===== src/rtl/fpu_pkg.sv =====
// FPU sequencer shared types and constants.
// FSM states, function encodings and the timeout result value.
package fpu_pkg;

  typedef enum logic [1:0] {
    S_IDLE  = 2'd0,
    S_ISSUE = 2'd1,
    S_WAIT  = 2'd2,
    S_RESP  = 2'd3
  } state_e;

  localparam logic [1:0] FN_ADD = 2'd0;
  localparam logic [1:0] FN_SUB = 2'd1;
  localparam logic [1:0] FN_DIV = 2'd2;
  localparam logic [1:0] FN_MUL = 2'd3;

  localparam logic [31:0] QNAN = 32'h7FC0_0000;

endpackage


===== src/rtl/fpu_timeout_cnt.sv =====
// WAIT-cycle counter with clear, enable and terminal count.
// Saturates at LIMIT-1 so it can never wrap before timeout.
module fpu_timeout_cnt #(
  parameter int unsigned LIMIT = 64,
  localparam int unsigned CW = (LIMIT > 1) ? $clog2(LIMIT) : 1
) (
  input  logic clk,
  input  logic rst,
  input  logic clr,
  input  logic en,
  output logic tc
);

  logic [CW-1:0] cnt;

  assign tc = (cnt == CW'(LIMIT - 1));

  always_ff @(posedge clk) begin
    if (rst || clr) begin
      cnt <= '0;
    end else if (en && !tc) begin
      cnt <= cnt + 1'b1;
    end
  end

endmodule


===== src/rtl/fpu_sequencer.sv =====
// Single-operation FPU sequencer: accept, launch, wait, respond.
// A stuck FPU is abandoned after TIMEOUT WAIT cycles with a qNaN.
module fpu_sequencer
  import fpu_pkg::*;
#(
  parameter int unsigned TAG_W   = 4,
  parameter int unsigned TIMEOUT = 64
) (
  input  logic             clk,
  input  logic             rst,
  input  logic             req_valid,
  output logic             req_ready,
  input  logic [1:0]       req_funct,
  input  logic [31:0]      req_a,
  input  logic [31:0]      req_b,
  input  logic [TAG_W-1:0] req_tag,
  output logic [1:0]       fpu_funct,
  output logic [31:0]      fpu_a,
  output logic [31:0]      fpu_b,
  output logic             fpu_start,
  input  logic [31:0]      fpu_o,
  input  logic             fpu_finish,
  output logic             resp_valid,
  input  logic             resp_ready,
  output logic [31:0]      resp_o,
  output logic [TAG_W-1:0] resp_tag,
  output logic             resp_timeout,
  output logic             busy
);

  state_e state_q, state_d;

  logic             cnt_clr;
  logic             cnt_en;
  logic             cnt_tc;
  logic             cap_res;
  logic             cap_to;
  logic             hs;

  logic [1:0]       funct_q;
  logic [31:0]      a_q;
  logic [31:0]      b_q;
  logic [TAG_W-1:0] tag_q;
  logic [31:0]      res_q;
  logic             to_q;

  fpu_timeout_cnt #(
    .LIMIT (TIMEOUT)
  ) u_cnt (
    .clk (clk),
    .rst (rst),
    .clr (cnt_clr),
    .en  (cnt_en),
    .tc  (cnt_tc)
  );

  assign req_ready    = (state_q == S_IDLE) && !rst;
  assign hs           = req_valid && req_ready;
  assign fpu_start    = (state_q == S_ISSUE);
  assign resp_valid   = (state_q == S_RESP);
  assign busy         = (state_q != S_IDLE);
  assign fpu_funct    = funct_q;
  assign fpu_a        = a_q;
  assign fpu_b        = b_q;
  assign resp_o       = res_q;
  assign resp_tag     = tag_q;
  assign resp_timeout = to_q;

  always_ff @(posedge clk) begin
    if (rst) begin
      state_q <= S_IDLE;
    end else begin
      state_q <= state_d;
    end
  end

  // Finish is only looked at in WAIT, so a stale one in ISSUE is dropped
  always_comb begin
    state_d = state_q;
    cnt_clr = 1'b0;
    cnt_en  = 1'b0;
    cap_res = 1'b0;
    cap_to  = 1'b0;
    unique case (state_q)
      S_IDLE: begin
        if (hs) state_d = S_ISSUE;
      end
      S_ISSUE: begin
        cnt_clr = 1'b1;
        state_d = S_WAIT;
      end
      S_WAIT: begin
        if (fpu_finish) begin
          cap_res = 1'b1;
          state_d = S_RESP;
        end else if (cnt_tc) begin
          cap_to  = 1'b1;
          state_d = S_RESP;
        end else begin
          cnt_en  = 1'b1;
        end
      end
      S_RESP: begin
        if (resp_ready) state_d = S_IDLE;
      end
      default: state_d = S_IDLE;
    endcase
  end

  always_ff @(posedge clk) begin
    if (rst) begin
      funct_q <= FN_ADD;
      a_q     <= '0;
      b_q     <= '0;
      tag_q   <= '0;
      res_q   <= '0;
      to_q    <= 1'b0;
    end else begin
      if (hs) begin
        funct_q <= req_funct;
        a_q     <= req_a;
        b_q     <= req_b;
        tag_q   <= req_tag;
      end
      if (cap_res) begin
        res_q <= fpu_o;
        to_q  <= 1'b0;
      end else if (cap_to) begin
        res_q <= QNAN;
        to_q  <= 1'b1;
      end
    end
  end

endmodule

===== config.mk =====
export PLATFORM = sky130hd
export DESIGN_NAME = fpu_sequencer
export DESIGN_NICKNAME = d
export VERILOG_FILES = /design/src/rtl/fpu_pkg.sv /design/src/rtl/fpu_timeout_cnt.sv /design/src/rtl/fpu_sequencer.sv
export SDC_FILE = /design/constraint.sdc
export NUM_CORES = 1
export LEC_CHECK = 0
export BUFFER_PORTS_ARGS = -buffer_cell sky130_fd_sc_hd__buf_2
export CAP_MARGIN = 0
export CORE_MARGIN = 3
export CORE_UTILIZATION = 49
export DETAILED_ROUTE_END_ITERATION = 16
export PLACE_DENSITY = 0.87
export SLEW_MARGIN = 20
export SYNTH_ARGS = -nofsm -noshare
export SYNTH_HDL_FRONTEND = slang
export SYNTH_HIERARCHICAL = 1
export SYNTH_SLANG_ARGS = --single-unit

===== constraint.sdc =====
create_clock -name clk -period 4.2 [get_ports clk]
set_input_delay 0.21 -clock clk [delete_from_list [all_inputs] [get_ports clk]]
set_output_delay 0.21 -clock clk [all_outputs]
set_load 0.03 [all_outputs]

; ---- Word-level counts from Yosys, hierarchy flattened
; Cells that the tools add are included.
[totals]
romBits = 0
latch_bits = 0
n_memories = 0
regBits = 111
ram_bits = 0
output_inout_bits = 107
inputBits = 107
[op_classes]
bitwise_logic = 0
n_lt_le_gt_ge = 0
n_reduce_logical = 11
addsub = 1
n_eq_ne = 7
shift = 0
n_mux = 16
div = 0
multipliers = 0
[op_table]
columns = cell, count
row1 = $mux W32, 2
row2 = $mux W1, 9
row3 = $mux W2, 4
row4 = $pmux W2 S4, 1
row5 = $add A6 B1 Y6 const B, 1
row6 = $eq A6 B6 Y1 const B, 1
row7 = $eq A2 B2 Y1 const B, 2
row8 = $reduce_bool A2 Y1, 2
row9 = $logic_and A1 B1 Y1, 3
row10 = $ne A3 B2 Y1 const B, 1
row11 = $reduce_and A3 Y1, 1
row12 = $eq A2 B1 Y1 const B, 1
row13 = $logic_not A1 Y1, 2
row14 = $logic_not A2 Y1, 1
row15 = $ne A2 B1 Y1 const B, 1
row16 = $ne A2 B2 Y1 const B, 1
row17 = $reduce_or A2 Y1, 1
row18 = $logic_or A1 B1 Y1, 1

; ---- Longest topological paths before layout
[depth]
ltp_word = 6
depth_mapped = 8

; ---- Hierarchy
; Netlist, hierarchy kept.
[modules_own_cells]
columns = module, cells_per_inst, seq_area_each_um2, n_inst, area_each_um2
row1 = fpu_sequencer, 449, 2102.0, 1, 4078.9
row2 = fpu_timeout_cnt, 32, 120.1, 1, 299.0

; ---- Worst setup path after synthesis
; Ideal clock, no wire load.
[synth_path]
kind = register to register
start = register u_cnt.cnt[0]
end = register u_cnt.cnt[5]
t_required_ps = 4085
slack_ps = 2144
stages_incl_launch_ff = 8
arrival_time_ps = 1941
path_buffers = 0
setup_ps = 115
cell_sequence = dfxtp_1 -> ha_1 -> and3_4 -> and3_2 -> nor3b_2 -> nand4_1 -> o41a_1 -> o21a_1
[synth_between]
elab_chain_cells = 5
elab_cells_between_ends = 7
classes_between = add/sub: 1 / eq/ne: 1 / mux: 3 / reduce/logical: 2
[synth_lines]
columns = item, line_no
row1 = "start, declared", fpu_timeout_cnt.sv:14  ; logic [CW-1:0] cnt;
row2 = "start signal, assigned", fpu_timeout_cnt.sv:22  ; cnt <= cnt + 1'b1;
row3 = $eq A6 B6 Y1, fpu_timeout_cnt.sv:16  ; assign tc = (cnt == CW'(LIMIT - 1));
row4 = via cnt_tc, fpu_sequencer.sv:35  ; logic cnt_tc;
row5 = $mux W1, fpu_sequencer.sv:96  ; end else if (cnt_tc) begin
row6 = $mux W1, fpu_sequencer.sv:93  ; if (fpu_finish) begin
row7 = $mux W1, fpu_sequencer.sv:84  ; unique case (state_q)
row8 = via cnt_en, fpu_sequencer.sv:34  ; logic cnt_en;
row9 = $logic_and A1 B1 Y1, fpu_timeout_cnt.sv:21  ; end else if (en && !tc) begin
; The timed path passes the listed nets, and every way through them passes these cells.
; A chain may end at the register's enable or synchronous reset.

; ---- Worst setup path after layout
; Ends and elaborated chain as after synthesis.

==> results.sh <==
export IMPL_ant_nets=0
export IMPL_start_util=0.517
export IMPL_r2r_slack_ns=1.94
export IMPL_netlist_instances=481
export IMPL_path_clk_slew_ns=0.11
export IMPL_cts_buffers=9
export IMPL_combPwrFrac=0.339
export IMPL_min_period_over_period=0.539
export IMPL_critPathKind="flip-flop to flip-flop"
export IMPL_drt_iter0_drc=102
export IMPL_design_area_mm2=0.00556
export IMPL_dp_hpwl_um=7870
export IMPL_clk_latency_ns=0.36
export IMPL_nets=787
export IMPL_cts_resized=0
export IMPL_power_density_mw_per_mm2=517
export IMPL_wl_per_cell_um=13.6
export IMPL_synthesis_nets=594
export IMPL_worst_pin_slew_ns=0.923
export IMPL_drt_wl_total_um=10700
export IMPL_slew_headroom=0.385
export IMPL_die_w_um=101
export IMPL_port_buffers=213
export IMPL_vdd_drop_max_mv=0.251
export IMPL_critPathBufInv=0
export IMPL_drc=0
export IMPL_r2r_cells=7
export IMPL_worstReg2RegEnd="u_cnt/cnt[5]$_SDFFE_PP0P_"
export IMPL_critPathTopFamily="simple AND/OR/NAND/NOR gates"
export IMPL_gp_congestion=0.794
export IMPL_overflow=0
export IMPL_placed_cells=768
export IMPL_grt_max_degree=113
export IMPL_power_share_sequential=0.455
export IMPL_p_int_w=0.00175
export IMPL_crit_fanout=7
export IMPL_ys_types=39
export IMPL_ctsHoldBuffers=0
export IMPL_cp_slowest_cell="nor3b_2"
export IMPL_switching_share=0.389
export IMPL_max_cap_violations=0
export IMPL_yosysSeqAreaShare=0.508
export IMPL_die_h_um=101
export IMPL_ios=214
export IMPL_clockPowerShare=0.206
export IMPL_p_leak_nw=2.58
export IMPL_cts_sinks=111
export IMPL_hold_path_depth=3
export IMPL_grt_util_all_layers=0.206
export IMPL_grt_pass1_wl_um=17100
export IMPL_first_pass_iters=4
export IMPL_clockBufferDepth=2
export IMPL_antenna_found_initial=0
export IMPL_synth_warnings=6
export IMPL_power_w=0.00287
export IMPL_synth_cell_area_mm2=0.00438
export IMPL_start_kind="flip-flop"
export IMPL_vias=3908
export IMPL_grt_pass1_vias=3864
export IMPL_fin_setup_tns_ns=0
export IMPL_slowest_delay_ns=0.36
export IMPL_drv_slew=0
export IMPL_final_hold_viol_count=0
export IMPL_synth_area_per_cell_um2=9.10
export IMPL_instances_no_fill=784
export IMPL_p_sw_w=0.00112
export IMPL_areaGrowthSynthToFinish_pct=26.9
export IMPL_hp_class="primary input to flip-flop"
export IMPL_std_cell_rows=33
export IMPL_core_mm2=0.00846
export IMPL_cp_end_kind="flip-flop"
export IMPL_critical_path_arrival_ns=2.53
export IMPL_outcome="finished clean"
export IMPL_min_from="req_b[13]"
export IMPL_grt_setup_unrepaired="false"
export IMPL_post_cts_setup_buffers=0
export IMPL_cts_tree="built"
export IMPL_setup_viol=0
export IMPL_cts_root_buf="clkbuf_8"
export IMPL_fin_skew_ns=0.0132
export IMPL_rr_startpoint="u_cnt/cnt[0]$_SDFFE_PP0P_"
export IMPL_cp_required_ns=4.46
export IMPL_hold_end="fpu_b[13]$_SDFFE_PP0P_"
export IMPL_htreeDepth=3
export IMPL_fin_crit_ns=2.26
export IMPL_num_antenna_cells=0
export IMPL_path_cells="ha_1 -> and3_4 -> and3_2 -> nor3b_2 -> nand4_1 -> o41a_1 -> o21a_1"
export IMPL_ys_seq_elements=111
export IMPL_place_area_mm2=0.00537
export IMPL_via_per_inst=4.98
export IMPL_utilization=0.656
export IMPL_layout_drive_gt1_share=0.393
export IMPL_die_area_mm2=0.0101
export IMPL_fmax_ghz=0.442
## layer usage
metal / share of wire / track usage / vias to the layer above
met5: 0 / 0 / -
met2: 0.48 / 0.365 / 165
met1: 0.40 / 0.232 / 1740
met4: 0.020 / 0.0777 / 0
met3: 0.097 / 0.0623 / 20
li1: - / - / 1983
## sequential cells by signal, indices dropped and copies added (netlist names)
name	cells
fpu_a	32
fpu_b	32
fpu_funct	2
resp_o	32
resp_tag	4
resp_timeout	1
state_q	2
u_cnt/cnt	6
## final cells by class
class                   count  area, um^2
fillers                   684        2910
well taps                 105         131
flip-flops and latches    111        2220
inverters                   6        22.5
clock buffers              10         138
clock inverters             6        45.0
repair buffers            216        1100
multi-input cells         330        1900
## power groups by stage
| stage | registers, W | clock network [W] | logic, W |
|---|---|---|---|
| CTS | 0.00131 | 0.000615 | 0.000986 |
| floorplan | 0.00164 | 0 | 0.000406 |
| detailed placement | 0.00133 | 0 | 0.000985 |
| finish | 0.00131 | 0.000591 | 0.000974 |
| global placement | 0.00132 | 0 | 0.000960 |
| global route | 0.00133 | 0.000649 | 0.00105 |
## metrics by stage
stage	hold slack, ns	setup WS, ns
global route	0.0293	1.84
floorplan	0.287	2.14
finish	0.0368	1.94
CTS	0.0196	1.94
global placement	0.402	2.02
detailed placement	0.411	1.94
## logic make-up after synthesis
logic type | synth area share
and+or+nand+nor | 0.239
DFF | 0.508
AOI/OAI and AO/OA | 0.171
buffers and inverters | 0.0600
adders and majority gates | 0.0171
muxes | 0.00457
## worst register-to-register path, cell delays in order, from the launching register on
cell,delay [ns]
dfxtp_1,0.35
ha_1,0.23
and3_4,0.21
and3_2,0.24
nor3b_2,0.36
nand4_1,0.23
o41a_1,0.36
o21a_1,0.19
## placed cells by master (no fill, tap or decap), types with 3 or more instances in the layout
| cell type | netlist | layout |
|---|---|---|
| nand2b_1 | 72 | 72 |
| ha_1 | 6 | 6 |
| clkinv_4 | 0 | 3 |
| nor3_1 | 11 | 11 |
| a22oi_1 | 23 | 23 |
| dfxtp_1 | 111 | 111 |
| nand2_1 | 75 | 75 |
| o21ai_2 | 30 | 30 |
| buf_2 | 8 | 213 |
| inv_1 | 6 | 6 |
| nor2_1 | 43 | 43 |
| o21ai_0 | 40 | 40 |
| clkbuf_8 | 0 | 10 |
## Yosys cell counts (all sizes together)
cell | n | share of area
and2 | 1 | 0.0014
buf | 22 | 0.044
o21ai | 71 | 0.11
or3 | 1 | 0.0014
a211oi | 1 | 0.0017
a311oi | 1 | 0.0020
inv | 6 | 0.0051
and3b | 1 | 0.0020
nand2 | 75 | 0.064
nor2b | 2 | 0.0029
or4 | 1 | 0.0017
mux2i | 2 | 0.0046
nor3 | 11 | 0.013
a31oi | 2 | 0.0029
dfxtp | 111 | 0.51
o41a | 1 | 0.0026
nor4b | 1 | 0.0020
o21a | 2 | 0.0034
o31ai | 1 | 0.0017
nor2 | 43 | 0.037
a21oi | 2 | 0.0023
nand2b | 72 | 0.10
a22oi | 23 | 0.039
clkbuf | 12 | 0.011
nor3b | 1 | 0.0029
a211o | 1 | 0.0020
a21o | 1 | 0.0020
ha | 6 | 0.017
and3 | 2 | 0.0043
nand4 | 1 | 0.0014
a2111oi | 2 | 0.0043
nor4 | 2 | 0.0029
## worst max-delay path by stage
stage / start / end / slack, ns / cells after the start
after floorplan: u_cnt/cnt[0]$_SDFFE_PP0P_ / u_cnt/cnt[5]$_SDFFE_PP0P_ / 2.14 / 7
after global placement: u_cnt/cnt[0]$_SDFFE_PP0P_ / u_cnt/cnt[5]$_SDFFE_PP0P_ / 2.02 / 7
after detailed placement: u_cnt/cnt[0]$_SDFFE_PP0P_ / u_cnt/cnt[5]$_SDFFE_PP0P_ / 1.94 / 7
after CTS: u_cnt/cnt[0]$_SDFFE_PP0P_ / u_cnt/cnt[5]$_SDFFE_PP0P_ / 1.94 / 7
after global routing: u_cnt/cnt[0]$_SDFFE_PP0P_ / u_cnt/cnt[5]$_SDFFE_PP0P_ / 1.84 / 7
final: u_cnt/cnt[0]$_SDFFE_PP0P_ / u_cnt/cnt[5]$_SDFFE_PP0P_ / 1.94 / 7
Power figures use the tool's default switching activity.
